## src/rtl/return_stack.sv

```systemverilog
// Hardware return-address stack for call/return handling in the instruction controller.
// Pops present the old top one cycle later; a simultaneous push and pop replaces the top in place.
module return_stack #(
    parameter int DEPTH      = 8,
    parameter int ADDR_WIDTH = 12
) (
    input  logic                    clock,
    input  logic                    init_signal,
    input  logic                    push,
    input  logic                    pop,
    input  logic [ADDR_WIDTH-1:0]   pushAddress,
    input  logic                    clearErrors,
    output logic [ADDR_WIDTH-1:0]   returnAddress,
    output logic                    returnValid,
    output logic [ADDR_WIDTH-1:0]   topAddress,
    output logic [$clog2(DEPTH):0]  depth,
    output logic                    full,
    output logic                    empty,
    output logic                    overflow,
    output logic                    underflow
);

    localparam int PW = $clog2(DEPTH);
    localparam logic [PW:0] DEPTH_V = (PW+1)'(DEPTH);
    localparam logic [PW:0] ONE_V   = (PW+1)'(1);

    logic [ADDR_WIDTH-1:0] entries [DEPTH];
    logic [PW-1:0]         top_idx;
    logic [PW-1:0]         wr_idx;
    logic                  wr_en;
    logic                  overflow_evt;
    logic                  underflow_evt;

    always_comb begin
        full          = (depth == DEPTH_V);
        empty         = (depth == '0);
        // depth==DEPTH truncates to 0, so the wrap yields DEPTH-1 as the top index
        top_idx       = depth[PW-1:0] - PW'(1);
        topAddress    = empty ? '0 : entries[top_idx];
        wr_idx        = (pop && !empty) ? top_idx : depth[PW-1:0];
        wr_en         = init_signal && push && (pop || !full);
        overflow_evt  = push && !pop && full;
        underflow_evt = pop && empty;
    end

    // Entry storage is intentionally left out of reset.
    always_ff @(posedge clock) begin
        if (wr_en) begin
            entries[wr_idx] <= pushAddress;
        end
    end

    always_ff @(posedge clock) begin
        if (!init_signal) begin
            depth         <= '0;
            returnAddress <= '0;
            returnValid   <= 1'b0;
            overflow      <= 1'b0;
            underflow     <= 1'b0;
        end else begin
            returnValid <= pop;
            if (pop) begin
                returnAddress <= topAddress;
            end

            if (push && !pop && !full) begin
                depth <= depth + ONE_V;
            end else if (pop && !push && !empty) begin
                depth <= depth - ONE_V;
            end else if (push && pop && empty) begin
                depth <= ONE_V;
            end

            // A new error event outranks a clear in the same cycle
            if (overflow_evt) begin
                overflow <= 1'b1;
            end else if (clearErrors) begin
                overflow <= 1'b0;
            end

            if (underflow_evt) begin
                underflow <= 1'b1;
            end else if (clearErrors) begin
                underflow <= 1'b0;
            end
        end
    end

endmodule

```

## config.mk

```make
export PLATFORM = sky130hd
export DESIGN_NAME = return_stack
export DESIGN_NICKNAME = d
export VERILOG_FILES = /design/src/rtl/return_stack.sv
export SDC_FILE = /design/constraint.sdc
export NUM_CORES = 1
export LEC_CHECK = 0
export CELL_PAD_IN_SITES_DETAIL_PLACEMENT = 1
export CELL_PAD_IN_SITES_GLOBAL_PLACEMENT = 1
export CORE_MARGIN = 2
export CORE_UTILIZATION = 43
export DETAILED_ROUTE_END_ITERATION = 12
export GPL_ROUTABILITY_DRIVEN = 0
export PLACE_DENSITY_LB_ADDON = 0.1
export SKIP_CTS_REPAIR_TIMING = 1
export SYNTH_ARGS = -nofsm -noshare
export SYNTH_HDL_FRONTEND = slang
export SYNTH_SLANG_ARGS = --single-unit
```

## constraint.sdc

```tcl
create_clock -name clock -period 2.7 [get_ports clock]
set_input_delay 0.54 -clock clock [delete_from_list [all_inputs] [get_ports clock]]
set_output_delay 0.54 -clock clock [all_outputs]
set_load 0.01 [all_outputs]
```

-- Yosys cells after proc, flatten, opt, wreduce, memory -nomap -nowiden
Memories as Yosys holds them, arrays and structs flattened.
Index checks and enable logic that the tools add are counted.
- flip-flop bits (word level): 19
- bits in writable memories: 96
- input port bits: 17
- output and inout port bits: 33
- word-level logic and storage cells: 40
- memories: 1
- add/sub/neg operators: 3
- equality and inequality tests: 1
- multiplexer cells: 10
- reductions and logical operators: 20
- memory list (name ; words ; width ; rd ports ; clocked after memory_dff ; wr ports ; RTL line ; source):
    entries ; 8 ; 12 ; 1 ; 0 ; 1 ; 27 ; logic [ADDR_WIDTH-1:0] entries [DEPTH];
- operator list (cell ; count):
    two-way mux 12 bit ; 1
    two-way mux 4 bit ; 3
    logical AND 1 bit ; 11
    two-way mux 1 bit ; 5
    adder 4 x 1 -> 4 bit, second input constant ; 1
    == test 4 bit, second input constant ; 1
    zero test 1 bit ; 4
    zero test 4 bit ; 1
    nonzero test 2 bit ; 2
    subtractor 4 x 1 -> 4 bit, second input constant ; 1
    two-way mux 3 bit ; 1
    nonzero test 3 bit ; 1
    subtractor 3 x 1 -> 3 bit, second input constant ; 1
    logical OR 1 bit ; 1

-- Depth between registers and ports, before layout
Gate-level depths: netlist of run 1.
- depth in word-level cells: 6
- gate-level depth with buffers: 10
- gate-level depth less buffers: 6

-- Worst setup path after synthesis of run 1
No wires, ideal clock.
- kind: register to register
- start point: register depth[0]
- end point: memory entries[1][0] (enable)
- setup time: 0.396 ns
- arrival time: 2.599 ns
- data required time: 2.304 ns
- path slack: -0.296 ns
- cell stages (with the launch flop): 10
- clock period less this slack: 2.996 ns
- cells stage by stage: dfxtp_1 -> buf_6 -> buf_12 -> inv_1 -> ha_1 -> buf_4 -> or3b_1 -> o21ai_1 -> a22oi_1 -> nor3_1
- longest elaborated chain between the ends: 6
- elaborated cells on any way between the ends: 11
- those cells by class: add/sub (1); eq/ne (1); mux (3); reduce/logical (6)
- ends and longest elaborated chain (item ; RTL line ; source):
    from (decl) ; 16 ; output logic [$clog2(DEPTH):0] depth,
    from (signal assigned) ; 67 ; depth <= depth + ONE_V;
    from (signal assigned) ; 69 ; depth <= depth - ONE_V;
    == test 4 bit ; 35 ; full = (depth == DEPTH_V);
    zero test 1 bit ; 41 ; wr_en = init_signal && push && (pop || !full);
    logical OR 1 bit ; 41 ;
    logical AND 1 bit ; 41 ;
    two-way mux 1 bit ; 48 ; if (wr_en) begin
    two-way mux 1 bit (not written as such) ; 49 ; entries[wr_idx] <= pushAddress;
    to (decl) ; 27 ;
Several ways; a longest one is shown, not always the timed one.

-- Worst setup path in the final report of run 1
- start point: register depth[0]
- end point: output port topAddress[6]
- longest elaborated chain between the ends: 3
- elaborated cells on any way between the ends: 4
- those cells by class: add/sub (1); mux (1); reduce/logical (1); memory (1)
- ends and longest elaborated chain (item ; RTL line ; source):
    subtractor 3 x 1 -> 3 bit ; 38 ; top_idx = depth[PW-1:0] - PW'(1);
    memory (8 x 12 bit) ; n/a ;
    two-way mux 12 bit (*) ; 39 ; topAddress = empty ? '0 : entries[top_idx];
    to (decl) ; 15 ; output logic [ADDR_WIDTH-1:0] topAddress,
Every way passes the cells marked *; elsewhere a longest branch is shown, timed or not.

==> metrics.cfg, run 1 <==
[worst_setup_path]
critPathLaunchType = register
crit_type = reg -> out
rrSetupSlack_ns = 0.39
path_max_fanout = 11
critical_path_arrival_ns = 2.20
worstReg2RegStart = depth[1]
worst_setup_path_end_kind = output port
worstSetupStartpoint = depth[0]
critPathRequiredTime_ns = 2.16

[logic_synthesis]
yosys.area.top_type_share_pct = 60.08
yosysWarnings = 0
ys.flop_type = edfxtp_1
syn-cell-area_um2 = 4798
yosysTopAreaCell = edfxtp_1
synth_nets = 307
synth-seq-area-share_pct = 68.01
syn_avg_cell_area_um2 = 16.66
synth_seq_cells = 115
synth-edff-count = 96
synthArstFlopShare_pct = 0
synth_area_leaders = edfxtp_1 60%, mux4_1 9.9%, dfxtp_1 7.9%
syn_inst = 288
synth_cell_type_count = 48

[grt]
grt_antenna_before_repair = 0
grt_pass1_vias = 3072
grt_max_degree = 32
gr-usage-all-layers_pct = 20.99
grt-ovfl-total = 0
grt_pass1_wl_um = 17800

[power_and_ir_drop]
p_clk_share_pct = 39.9
swShare_pct = 27.34
combPwrFrac_pct = 22.0
ir_worst_vdd_uv = 436.3
power_density_nw_per_um2 = 838.8
p_int_mw = 3.875
switchingPower_mw = 1.458
p_total_mw = 5.334
p_seq_share_pct = 38.1
leakagePower_nw = 2.328

[sta]
fin_tns_setup_ns = -0.1114
fin_worst_skew_ns = 0.01206
worst_slew_pin_slew_ns = 0.6809
worst_slack_ns = -0.03658
setup_violations = 6
max-slew-margin-rel_pct = 54.61
fmax_mhz = 365.4
hold_viol = 0
rsz0062_at_grt = yes
period_minus_slack_ns = 2.737
fin_crit_sh_pct = 101.4
drv_slew = 0

[clock_network]
numClockSinks = 115
insertion_delay_ns = 0.52
clock-root-buffer = clkbuf_8
clkTransAtPathRegs_ns = 0.06
cts_buffers = 17
h-tree-depth = 4
cts_max_path_buffers = 2
tritoncts = built

[run]
drv_cap = 0

[status]
violations = negative setup slack
status = complete, but fails checks

[routing]
wl_um = 12350
num_vias = 3029
drc = 0
routed_wire_length_per_instance_um = 23.03
routed_via_density = 5.651
detail-route-antenna-nets = 0
drt_iter0_markers = 212
dr.pass1.iters = 4

[place]
place_area_um2 = 5668
numPortBuffers = 49
hpwl_um = 7238

[floorplan]
die_y_um = 109.6
initial_core_util_pct = 44.26
die-area_um2 = 12020
coreArea_um2 = 10840
rows = 38
die_w_um = 109.6
io_pins = 50

[cells_and_area]
drive_above_1_share_pct = 29.04
final_cell_mix = 96 x edfxtp_1, 38 x buf_4, 36 x clkdlybuf4s50_1
area_delta_synth_final_pct = 32.52
nNetsFinal = 402
final_common_cell = edfxtp_1
postLayoutCellArea_um2 = 6359
antenna_cells = 0

[min_path]
hold_class = reg -> reg
hp-start = returnAddress[9]

-- worst max-delay path, stage by stage (launching register included) --
cell            delay, ns
dfxtp_4              0.37
inv_2                0.05
ha_4                 0.30
buf_12               0.14
buf_4                0.11
mux4_2               0.30
a22o_1               0.25
dlymetal6s2s_1       0.17
-- layer usage --
layer / global-route usage [%] / share of wire [%] / vias up
met5: 0 / 0 / -
met4: 7.595 / 0.66 / 0
li1: - / - / 1363
met1: 28.14 / 43 / 1552
met2: 33.47 / 50 / 107
met3: 5.157 / 6.3 / 7
-- final cells by class --
type	instances	area (um^2)
fillers	1020	4482
flip-flops and latches	115	3268
multi-input cells	144	1396
repair buffers	95	909.6
clock buffers	21	481.7
well taps	140	175.2
clock inverters	11	90.09
inverters	10	37.54
-- state kept, by name, summed over array words and instances (netlist names) --
signal         cells
overflow           1
underflow          1
depth              4
entries           96
returnValid        1
returnAddress     12
-- per-stage QoR --
stage | worst slack [ns] | util [%] | std cells | hold slack [ns]
after global placement | 0.1021 | 52.29 | 487 | 0.4259
after global routing | -0.1085 | 58.66 | 536 | 0.4565
after detailed placement | 0.07846 | 52.29 | 487 | 0.4320
after floorplan | -0.2958 | - | 288 | 0.4625
after CTS | -0.4939 | 57.56 | 519 | 0.4406
final | -0.03658 | 58.66 | 536 | 0.4359
-- cells by family after synthesis --
kind of cell | share of synthesized area [%]
AOI/OAI and AO/OA | 8.657
xor gates and xnor gates | 0.1826
adders and majority gates | 0.5214
buffers and inverters | 3.207
DFF | 68.01
muxes | 12.88
and+or+nand+nor | 6.545
-- cells in the mapped netlist, types with 2 or more instances --
cell	instances
nor2b_1	3
nor3_1	9
clkbuf_1	6
nand2_1	31
nor2_1	4
buf_4	3
buf_2	8
a22o_1	13
edfxtp_1	96
nand2b_1	4
o21ai_0	3
a21boi_0	2
inv_1	10
o22ai_1	2
and2_1	2
or3_1	2
ha_1	2
mux4_2	6
a21oi_1	4
a32oi_1	13
dfxtp_1	19
a2bb2oi_1	3
mux4_1	18
-- power groups by stage --
stage / clock [mW] / sequential, mW / combinational (mW)
floorplan: 0 / 2.08 / 0.570
global placement: 0 / 2.06 / 1.02
detailed placement: 0 / 2.07 / 1.03
CTS: 2.16 / 2.03 / 1.04
global route: 2.23 / 2.04 / 1.26
finish: 2.13 / 2.03 / 1.17
-- final timing paths --
check                                        end  cells past startpoint
worst max-delay path               topAddress[6]                      7
worst min-delay path            returnAddress[9]                      2
worst max register to register     entries[0][3]                      8
worst min register to register  returnAddress[9]                      2
No activity file was read; power rests on OpenSTA's default activity.
==> run 2, diff against run 1 <==
--- a/config.mk
+++ b/config.mk
@@ -5,10 +5,12 @@
 export SDC_FILE = /design/constraint.sdc
 export NUM_CORES = 1
 export LEC_CHECK = 0
+export CAP_MARGIN = 15
 export CELL_PAD_IN_SITES_DETAIL_PLACEMENT = 1
 export CELL_PAD_IN_SITES_GLOBAL_PLACEMENT = 1
 export CORE_MARGIN = 2
 export CORE_UTILIZATION = 43
+export CTS_CLUSTER_SIZE = 20
 export DETAILED_ROUTE_END_ITERATION = 12
 export GPL_ROUTABILITY_DRIVEN = 0
 export PLACE_DENSITY_LB_ADDON = 0.1
==> results of run 2 <==
The final DEF is identical to that of run 1; final timing and power are the same.
==> run 3, diff against run 2 <==
--- a/config.mk
+++ b/config.mk
@@ -5,12 +5,13 @@
 export SDC_FILE = /design/constraint.sdc
 export NUM_CORES = 1
 export LEC_CHECK = 0
+export ABC_AREA = 1
 export CAP_MARGIN = 15
 export CELL_PAD_IN_SITES_DETAIL_PLACEMENT = 1
 export CELL_PAD_IN_SITES_GLOBAL_PLACEMENT = 1
 export CORE_MARGIN = 2
-export CORE_UTILIZATION = 43
-export CTS_CLUSTER_SIZE = 20
+export CORE_UTILIZATION = 40
+export CTS_CLUSTER_SIZE = 40
 export DETAILED_ROUTE_END_ITERATION = 12
 export GPL_ROUTABILITY_DRIVEN = 0
 export PLACE_DENSITY_LB_ADDON = 0.1
==> run 3 against run 2 <==
Effect of this change:
- the flow now finishes without violations
- power rose by 19%
- sequential share of layout area is 3.6 points lower
- sequential power rose by 2%
- first-iteration DRC count fell by 9.9%
- critical path depth shrank 1
- die area grew 17%
- utilization fell by 5.0 points
- global-route usage grew 0.84 points
- final cell count is 46% higher
- clock-buffer cell count is 2 higher
- clock skew down 0.0067 ns
- largest power group unchanged
==> metrics.cfg, run 3 <==
[grt]
grt_antenna_before_repair = 0  ; unchanged
grt_max_degree = 53  ; +66%
gr-usage-all-layers_pct = 21.83  ; +0.84 points
grt_pass1_vias = 4192  ; +36%
grt-ovfl-total = 0  ; unchanged
grt_pass1_wl_um = 22600  ; +27%

[logic_synthesis]
synth_area_leaders = edfxtp_1 55%, nand2_1 9.7%, dfxtp_1 7.2%
synth-seq-area-share_pct = 62.07  ; -5.9 points
ys.flop_type = edfxtp_1
yosys.area.top_type_share_pct = 54.83  ; -5.2 points
synth_nets = 542  ; +77%
synth-edff-count = 96  ; unchanged
synth_cell_type_count = 30  ; -38%
synth_seq_cells = 115  ; unchanged
yosys-top-cells-count = 136 x nand2_1, 96 x edfxtp_1, 96 x inv_1
synthArstFlopShare_pct = 0  ; unchanged
syn_inst = 523  ; +82%
syn_avg_cell_area_um2 = 10.05  ; -40%
yosysTopAreaCell = edfxtp_1
yosys.cell_count.top_type = nand2_1
yosysWarnings = 0  ; unchanged
syn-cell-area_um2 = 5258  ; +9.6%

[run]
drv_cap = 0  ; unchanged

[status]
status = finished, final reports clean

[cells_and_area]
top_register = entries
antenna_cells = 0  ; unchanged
reg_top3 = entries x96, returnAddress x12, depth x4
final_common_cell = nand2_1
final_core_util_pct = 53.69  ; -5.0 points
area_delta_synth_final_pct = 29.91
final_cell_mix = 136 x nand2_1, 96 x inv_1, 96 x edfxtp_1
nNetsFinal = 617  ; +53%
drive_above_1_share_pct = 16.69  ; -12 points
largest_register_ffs = 96  ; unchanged

[routing]
num_vias = 3838  ; +27%
routed_via_density = 4.902  ; -13%
wl_um = 14540  ; +18%
routed_wire_length_per_instance_um = 18.57  ; -19%
drt_iter0_markers = 191  ; -9.9%
drc = 0  ; unchanged
dr.pass1.iters = 4  ; unchanged
detail-route-antenna-nets = 0  ; unchanged

[place]
dp_worst_setup_slack_ns = 0.05659  ; -0.02187 ns
hpwl_um = 9163  ; +27%
numPortBuffers = 49  ; unchanged

[sta]
setup_violations = 0  ; -6
fin_tns_setup_ns = 0  ; +0.1114 ns
worst_slack_ns = 0.1281  ; +0.1646 ns
fmax_mhz = 388.8  ; +6.4%
max-slew-margin-rel_pct = 72.86  ; +18 points
rsz0062_at_grt = no
period_minus_slack_ns = 2.572  ; -0.1646 ns
hold_viol = 0  ; unchanged
worst_slew_pin_slew_ns = 0.4028  ; -0.2781 ns
fin_worst_skew_ns = 0.005320  ; -0.006741 ns
drv_slew = 0  ; unchanged
fin_crit_sh_pct = 95.26  ; -6.1 points

[floorplan]
coreArea_um2 = 12720  ; +17%
rows = 41  ; +7.9%
die_w_um = 118.6  ; +8.2%
die-area_um2 = 14080  ; +17%
initial_core_util_pct = 41.33  ; -2.9 points
die_y_um = 118.6  ; +8.2%
io_pins = 50  ; unchanged

[clock_network]
cts_buffers = 17  ; unchanged
h-tree-depth = 4  ; unchanged
clkTransAtPathRegs_ns = 0.05  ; about the same
cts_max_path_buffers = 2  ; unchanged
tritoncts = built
insertion_delay_ns = 0.42  ; -0.10 ns
numClockSinks = 115  ; unchanged
clock-root-buffer = clkbuf_16

[power_and_ir_drop]
ir_worst_vdd_uv = 532.0  ; +22%
leakagePower_nw = 3.119  ; +34%
power_density_nw_per_um2 = 929.3  ; +11%

[min_path]
hold_class = reg -> reg

[worst_setup_path]
path_max_fanout = 4  ; -7
crit_type = reg -> out
critPathRequiredTime_ns = 2.16  ; about the same
critPathMaxStageDelay_ns = 0.56  ; +0.19 ns
critPathLaunchType = register
critical_path_arrival_ns = 2.03  ; -0.17 ns
cp_slowest_cell = clkdlybuf4s50_1
worst_setup_path_end_kind = output port
crit_chain = inv_1 > ha_4 > buf_4 > nand2_1 > nor2_1 > clkdlybuf4s50_1
crit_buf_inv = 3  ; -1
crit_family = buffers and inverters

[run 3: cell count changes after synthesis, moves of 6 or more]
cell / change
inv_1: +86
mux4_2: -6
mux4_1: -18
a22o_1: -13
nor3_1: -9
a32oi_1: -13
nor2_1: +14
nand3_1: +57
nand3_2: +22
nand2_1: +105
o21ai_0: +11
a21oi_1: +10
[run 3: per-stage QoR]
step	instance area (um^2)	hold WS [ns]	std cells	power (mW)
floorplan	5258	0.5078	523	3.108
global placement	6030	0.4799	748	3.732
detailed placement	6030	0.5013	748	3.779
CTS	6691	0.5122	780	6.304
global route	6830	0.5400	783	6.638
finish	6830	0.5056	783	6.347
[run 3: final cells by class]
type                            count  area [um^2]
Clock inverter                      9        173.9
Multi-Input combinational cell    283         1476
Sequential cell                   115         3264
Timing Repair Buffer               81        834.6
Inverter                          100        377.9
Tap cell                          172        215.2
Clock buffer                       23        488.0
Fill cell                        1421         5892
[run 3: report_power, final]
group	internal, mW	switching (mW)
Combinational	0.722	1.05
Clock	1.73	0.768
Sequential	2.04	0.0392
[run 3: metal layers]
metal,wire [um],track usage [%],vias up
li1,-,-,1836
met1,6259,26.45,1881
met2,7190,36.49,93
met3,722,5.309,28
met4,370,10.34,0
met5,0,0,-
[run 3: worst paths after layout]
kind / from / end / slack, ns / cells after the start
worst max-delay path: depth[1] / empty / 0.13 / 6
worst min-delay path: underflow / underflow / 0.51 / 2
worst max register to register: depth[1] / entries[0][3] / 0.46 / 10
worst min register to register: underflow / underflow / 0.51 / 2
[run 3: logic make-up (layout without fill, tap and decap cells)]
family,Yosys count,after routing,synth area share (%)
and+or+nand+nor,242,242,21.94
AOI/OAI and AO/OA,34,34,3.570
adders and majority gates,2,2,0.4759
xor gates and xnor gates,5,5,1.690
buffers and inverters,125,213,10.26
DFF,115,115,62.07
[run 3: worst reg2reg max path, stage by stage (launching register included)]
cell and delay [ns]:
dfxtp_1 0.35, inv_1 0.09, ha_4 0.21, buf_4 0.17
nand2_8 0.17, nand2_4 0.10, xor2_2 0.16, inv_1 0.09
nand2_1 0.12, nor2_1 0.19, buf_4 0.26
